## src/rtl/sub_serial_ctrl.sv

```systemverilog
// rtl/sub_serial_ctrl.sv - bit-serial subtractor, LSB first, one bit per clock
// Produces a-b mod 2^WIDTH plus an unsigned borrow and a signed-overflow flag after WIDTH RUN cycles.
module sub_serial_ctrl #(
    parameter int WIDTH = 8
) (
    input  logic             clk,
    input  logic             rst,
    input  logic             start,
    input  logic [WIDTH-1:0] a,
    input  logic [WIDTH-1:0] b,
    output logic [WIDTH-1:0] diff,
    output logic             borrow_out,
    output logic             ovf,
    output logic             busy,
    output logic             done
);
    localparam int CW = $clog2(WIDTH) + 1;
    localparam logic [CW-1:0] LAST = CW'(WIDTH - 1);

    typedef enum logic [1:0] {IDLE, RUN, DONE} state_t;

    state_t           state;
    logic [CW-1:0]    cnt;
    logic [WIDTH-1:0] opa;
    logic [WIDTH-1:0] opb;
    logic             brw;
    logic             a_msb;
    logic             b_msb;

    logic x, y, d, bout;
    assign x    = opa[0];
    assign y    = opb[0];
    assign d    = x ^ y ^ brw;
    assign bout = (~x & y) | (~(x ^ y) & brw);

    always_ff @(posedge clk) begin
        if (rst) begin
            state      <= IDLE;
            cnt        <= '0;
            opa        <= '0;
            opb        <= '0;
            brw        <= 1'b0;
            a_msb      <= 1'b0;
            b_msb      <= 1'b0;
            diff       <= '0;
            borrow_out <= 1'b0;
            ovf        <= 1'b0;
            busy       <= 1'b0;
            done       <= 1'b0;
        end else begin
            case (state)
                IDLE: begin
                    if (start) begin
                        opa   <= a;
                        opb   <= b;
                        brw   <= 1'b0;
                        cnt   <= '0;
                        a_msb <= a[WIDTH-1];
                        b_msb <= b[WIDTH-1];
                        busy  <= 1'b1;
                        state <= RUN;
                    end
                end
                RUN: begin
                    // Difference bits enter from the top so bit 0 ends up at diff[0] after WIDTH shifts.
                    diff <= {d, diff[WIDTH-1:1]};
                    opa  <= opa >> 1;
                    opb  <= opb >> 1;
                    brw  <= bout;
                    cnt  <= cnt + 1'b1;
                    if (cnt == LAST) begin
                        borrow_out <= bout;
                        ovf        <= (a_msb ^ b_msb) & (d ^ a_msb);
                        busy       <= 1'b0;
                        done       <= 1'b1;
                        state      <= DONE;
                    end
                end
                DONE: begin
                    done  <= 1'b0;
                    state <= IDLE;
                end
                default: begin
                    busy  <= 1'b0;
                    done  <= 1'b0;
                    state <= IDLE;
                end
            endcase
        end
    end
endmodule

```

## config.mk

```make
export PLATFORM = sky130hd
export DESIGN_NAME = sub_serial_ctrl
export DESIGN_NICKNAME = d
export VERILOG_FILES = /design/src/rtl/sub_serial_ctrl.sv
export SDC_FILE = /design/constraint.sdc
export NUM_CORES = 1
export LEC_CHECK = 0
export ABC_AREA = 1
export CAP_MARGIN = 20
export CORE_UTILIZATION = 40
export DETAILED_ROUTE_END_ITERATION = 10
export PLACE_DENSITY_LB_ADDON = 0.3
export SLEW_MARGIN = 20
export SYNTH_ARGS = -nofsm -noshare
export SYNTH_HDL_FRONTEND = slang
export SYNTH_SLANG_ARGS = --single-unit
```

## constraint.sdc

```tcl
create_clock -name clk -period 1.3 [get_ports clk]
set_input_delay 0.13 -clock clk [delete_from_list [all_inputs] [get_ports clk]]
set_output_delay 0.13 -clock clk [all_outputs]
set_load 0.03 [all_outputs]
```

# Yosys cells after proc, flatten, opt, wreduce, memory -nomap -nowiden
# Cells that the tools add are included.
# word_totals
ff_bits	37
out_inout_bits	12
# op_classes
mux	16
bitwise	12
reduce_logical	8
addsub	1
n_eq_ne	5
# ops
cell	n
case mux 8 bit (2 select lines)	2
two-way mux 8 bit	2
AND reduction 2 bit	5
case mux 4 bit (2 select lines)	1
adder 4 x 1 -> 4 bit, second input constant	1
equality test 4 x 3 -> 1 bit, second input constant	1
two-way mux 1 bit	4
two-way mux 2 bit	2
two-way mux 4 bit	1
inequality test 2 bit, second input constant	2
NOT 1 bit	4
case mux 1 bit (2 select lines)	2
case mux 2 bit (2 select lines)	1
bitwise XOR 1 bit	4
bitwise AND 1 bit	3
case mux 1 bit (3 select lines)	1
AND reduction 3 bit	1
equality test 2 x 1 -> 1 bit, second input constant	1
equality test 2 bit, second input constant	1
zero test 2 bit	1
nonzero test 2 bit	1
OR 1 bit	1

# Longest topological paths before layout
# Gate-level depths: netlist of the first run.
# depth
depth_word	5
mapped_depth	8

# Worst setup path before layout of the first run
# Ideal clock, no wire load.
# synth_path
kind	register to register
startpoint	register opa[0]
endpoint	register ovf
n_path_buf	0
path_slack_ns	0.049
arrival_time_ns	1.135
path_stages_with_launch	7
period_less_slack_ns	1.251
cell_sequence	dfxtp_1 fa_1 nor2_1 nand2_1 o21ai_0 nor2_1 nor2_1
# synth_via
elab_chain_cells	4
# synth_rtl
item	line	source
start: declaration	24	logic [WIDTH-1:0] opa;
start signal: assignment	67	opa <= opa >> 1;
bitwise XOR 1 bit (2 in series)	33	assign d = x ^ y ^ brw;
via d	30	logic x, y, d, bout;
bitwise XOR 1 bit	73	ovf <= (a_msb ^ b_msb) & (d ^ a_msb);
bitwise AND 1 bit	73	
end signal: assignment	73	
end: declaration	13	output logic ovf,
# The timed path passes the listed nets, and every way through them passes these cells.
# A chain may end at the register's enable or synchronous reset.

# Worst setup path in the final report of the first run
# layout_path
startpoint	register brw
endpoint	register ovf
# layout_via
elab_chain_cells	3
# layout_rtl
item	line	source
start: declaration	26	logic brw;
start signal: assignment	69	brw <= bout;
bitwise XOR 1 bit	33	
via d	30	
bitwise XOR 1 bit	73	
bitwise AND 1 bit	73	
# The timed path passes the listed nets, and every way through them passes these cells.

==> impl_metrics.sql, run 1 <==
INSERT INTO impl_metrics (metric_group, metric, value, unit) VALUES
('sta', 'rsz0062_at_grt', 'yes', ''),
('global_route', 'grt_overflow_total', '0', ''),
('synth', 'postSynthCellCount', '237', ''),
('sta', 'setup_viol_count_final', '0', ''),
('setup_path', 'worst_setup_path_startpoint', 'brw', ''),
('layout', 'number_of_nets_in_the_layout', '296', ''),
('power', 'cellLeakagePower', '1.01', 'nW'),
('clock_network', 'buffer_levels_on_the_longest_clock_path', '2', ''),
('route', 'dr.pass1.iters', '4', ''),
('power', 'irDropWorstVdd', '0.822', 'mV'),
('route', 'wire_per_inst', '9.70', 'µm'),
('synth', 'synth_largest_area_cell', 'sky130_fd_sc_hd__dfxtp_1', ''),
('hold_path', 'worst_hold_path_type', 'in -> reg', ''),
('sta', 'worstMarginPinSlew', '306', 'ps'),
('sta', 'period_needed', '1290', 'ps'),
('flow_run', 'max_capacitance_violation_count', '0', ''),
('synth', 'ys_seq_area_frac', '0.439', ''),
('sta', 'finalCritPeriodShare', '0.990', ''),
('sta', 'final.setup_skew', '5.00', 'ps'),
('route', 'drt_first_iter_violations', '92', ''),
('layout', 'commonest_non_fill_non_tap_cell_in_the_layout', 'sky130_fd_sc_hd__nand2_1', ''),
('floorplanning', 'rows', '23', ''),
('placement', 'half_perimeter_wire_length_after_detailed_placement', '2.18', 'mm'),
('layout', 'post_route_cells_drive_above_1_share', '0.163', ''),
('power', 'sw_frac_of_total', '0.272', ''),
('clock_network', 'cts_tree', 'built', ''),
('global_route', 'track_usage', '0.164', ''),
('sta', 'final_hold_viol_count', '0', ''),
('power', 'p_clk_frac', '0.330', ''),
('setup_path', 'crit_path_end_kind', 'register', ''),
('setup_path', 'critical_path_required', '1490', 'ps'),
('synth', 'synth.top_cells.by_area', 'sky130_fd_sc_hd__dfxtp_1 (44%), sky130_fd_sc_hd__nand2_1 (14%), sky130_fd_sc_hd__nor2_1 (12%), sky130_fd_sc_hd__o21ai_2 (6.2%), sky130_fd_sc_hd__inv_1 (4.5%)', ''),
('setup_path', 'crit_type', 'reg -> reg', ''),
('layout', 'final_cell_mix', 'sky130_fd_sc_hd__nand2_1 (62), sky130_fd_sc_hd__nor2_1 (55), sky130_fd_sc_hd__dfxtp_1 (36), sky130_fd_sc_hd__inv_1 (19), sky130_fd_sc_hd__clkdlybuf4s50_1 (18)', ''),
('placement', 'routabilityCongestion', '0.783', ''),
('clock_network', 'worst_skew_pair.late_latency', '290', 'ps'),
('status', 'status', 'finished clean', ''),
('global_route', 'via_count_of_the_first_global_routing_pass', '1207', ''),
('placement', 'place_area', '0.00209', 'mm²'),
('synth', 'synth_nets', '258', ''),
('floorplanning', 'dieArea', '0.00448', 'mm²'),
('floorplanning', 'floorplan.die.width', '66.9', 'µm'),
('floorplanning', 'die-height', '66.9', 'µm'),
('setup_path', 'arrival', '1470', 'ps'),
('setup_path', 'worstPathMaxFanout', '3', ''),
('sta', 'highest_achievable_clock_rate', '777', 'MHz'),
('route', 'vias', '1462', ''),
('sta', 'max-slew-margin-rel', '0.797', ''),
('route', 'routed_via_density', '4.48', ''),
('clock_network', 'root_buffer', 'sky130_fd_sc_hd__clkbuf_8', ''),
('power', 'power.switching', '0.716', 'mW'),
('global_route', 'grt_first_pass_wirelength', '5.31', 'mm'),
('floorplanning', 'starting_utilization_of_the_core_area', '0.419', ''),
('synth', 'syn_area', '0.00169', 'mm²'),
('sta', 'fin_worst_hold_slack', '420', 'ps'),
('layout', 'final_std_cell_area_no_fill', '0.00219', 'mm²'),
('global_route', 'maximum_number_of_pins_on_one_net_before_global_route_repair', '25', ''),
('setup_path', 'r2r_end', 'ovf', ''),
('setup_path', 'start_kind', 'register', ''),
('hold_path', 'hp-start', 'b[7]', ''),
('layout', 'finish.utilization', '0.543', ''),
('synth', 'yosysTopAreaCellShare', '0.439', ''),
('clock_network', 'h-tree-depth', '2', ''),
('setup_path', 'timing.reg2reg.setup_slack', '10', 'ps'),
('sta', 'timing_max_transition_violations_final', '0', ''),
('route', 'detail_route.wirelength', '3.16', 'mm'),
('clock_network', 'tritoncts_num_sinks', '37', ''),
('power', 'power_density', '1200', 'mW/mm²'),
('route', 'drt.antenna.violating_nets', '0', ''),
('clock_network', 'path_clk_slew', '70', 'ps'),
('layout', 'filler_cell_count', '396', '');
## flip-flops by register name, indices dropped and copies added (netlist names)
| name | cells |
|---|---|
| busy | 1 |
| brw | 1 |
| done | 1 |
| diff | 8 |
| cnt | 4 |
| opb | 8 |
| borrow_out | 1 |
| opa | 8 |
| ovf | 1 |
| b_msb | 1 |
| a_msb | 1 |
| state | 2 |
## through the flow
stage / worst slack, ps / setup TNS [ps] / power (mW) / cells
after floorplan: 48.9 / 0 / 1.63 / 237
after global placement: 12.3 / 0 / 1.80 / 317
after detailed placement: -6.98 / -6.98 / 1.81 / 317
after CTS: 10.2 / 0 / 2.67 / 325
after global routing: -64.5 / -64.5 / 2.80 / 326
final: 12.6 / 0 / 2.63 / 326
## worst min-delay path by stage
stage,endpoint,cells after the start,slack (ps)
after global placement,opa[7],2,450
after detailed placement,opa[7],2,460
after global routing,a_msb,3,450
after floorplan,opa[7],2,290
final,opb[7],3,420
after CTS,b_msb,3,410
## final cells by class
cell class                      count  area (µm²)  area share
Clock buffer                        7        96.3      0.0440
Clock inverter                      1        5.00     0.00229
Inverter                           22        83.8      0.0383
Multi-Input combinational cell    167         787       0.359
Sequential cell                    37         742       0.339
Tap cell                           50        62.6      0.0286
Timing Repair Buffer               42         413       0.189
## synth_stat cells
| cell | number |
|---|---|
| sky130_fd_sc_hd__a21oi_1 | 8 |
| sky130_fd_sc_hd__a21oi_2 | 2 |
| sky130_fd_sc_hd__buf_2 | 1 |
| sky130_fd_sc_hd__buf_4 | 2 |
| sky130_fd_sc_hd__buf_6 | 4 |
| sky130_fd_sc_hd__clkbuf_1 | 4 |
| sky130_fd_sc_hd__clkinv_2 | 1 |
| sky130_fd_sc_hd__dfxtp_1 | 37 |
| sky130_fd_sc_hd__fa_1 | 1 |
| sky130_fd_sc_hd__ha_1 | 1 |
| sky130_fd_sc_hd__inv_1 | 20 |
| sky130_fd_sc_hd__inv_2 | 1 |
| sky130_fd_sc_hd__nand2_1 | 63 |
| sky130_fd_sc_hd__nand2_2 | 3 |
| sky130_fd_sc_hd__nand3_1 | 4 |
| sky130_fd_sc_hd__nand4_1 | 1 |
| sky130_fd_sc_hd__nor2_1 | 56 |
| sky130_fd_sc_hd__nor2_2 | 1 |
| sky130_fd_sc_hd__o21a_1 | 1 |
| sky130_fd_sc_hd__o21ai_0 | 12 |
| sky130_fd_sc_hd__o21ai_1 | 1 |
| sky130_fd_sc_hd__o21ai_2 | 12 |
| sky130_fd_sc_hd__o21ai_4 | 1 |
## layer usage
metal	GRT usage	wire length, µm
met5	0	0
met4	0.0718	61
met3	0.0616	146
met2	0.250	1340
met1	0.203	1620
## repair_timing
action                     in CTS  in global routing
resized for setup              13                  4
setup endpoints to repair      13                  2
pin swaps                       0                  5
gates cloned                    0                  0
setup buffers                   0                  1
hold buffers                    0                  0
## power by group through the flow
stage / clock network (mW) / registers [mW] / logic (mW)
3_5_place_dp: 0 / 1.27 / 0.533
4_1_cts: 0.899 / 1.25 / 0.520
2_1_floorplan: 0 / 1.32 / 0.311
3_3_place_gp: 0 / 1.27 / 0.530
5_1_grt: 0.964 / 1.26 / 0.579
6_report: 0.869 / 1.25 / 0.514
## kinds of logic (layout without fill, tap and decap cells)
group,Yosys count,in the layout,synth area share
AND/OR/NAND/NOR,128,128,0.295
AO/OA/AOI/OAI,37,37,0.149
flip-flops,37,37,0.439
buffers and inverters,33,72,0.0972
adder cells (fa/ha/maj),2,2,0.0193
## worst max-delay path: stages, from the launching register on
cell,delay (ps)
sky130_fd_sc_hd__dfxtp_2,330
sky130_fd_sc_hd__inv_2,40
sky130_fd_sc_hd__fa_1,530
sky130_fd_sc_hd__nor2_1,50
sky130_fd_sc_hd__nand2_1,50
sky130_fd_sc_hd__o21ai_1,60
sky130_fd_sc_hd__nor2_1,80
sky130_fd_sc_hd__nor2_1,40
(Power assumes the default switching activity.)
==> run 2, diff against run 1 <==
--- a/config.mk
+++ b/config.mk
@@ -6,7 +6,6 @@
 export NUM_CORES = 1
 export LEC_CHECK = 0
 export ABC_AREA = 1
-export CAP_MARGIN = 20
 export CORE_UTILIZATION = 40
 export DETAILED_ROUTE_END_ITERATION = 10
 export PLACE_DENSITY_LB_ADDON = 0.3
==> results of run 2 <==
Same layout as run 1: the final DEF is identical, and so are final timing and power.
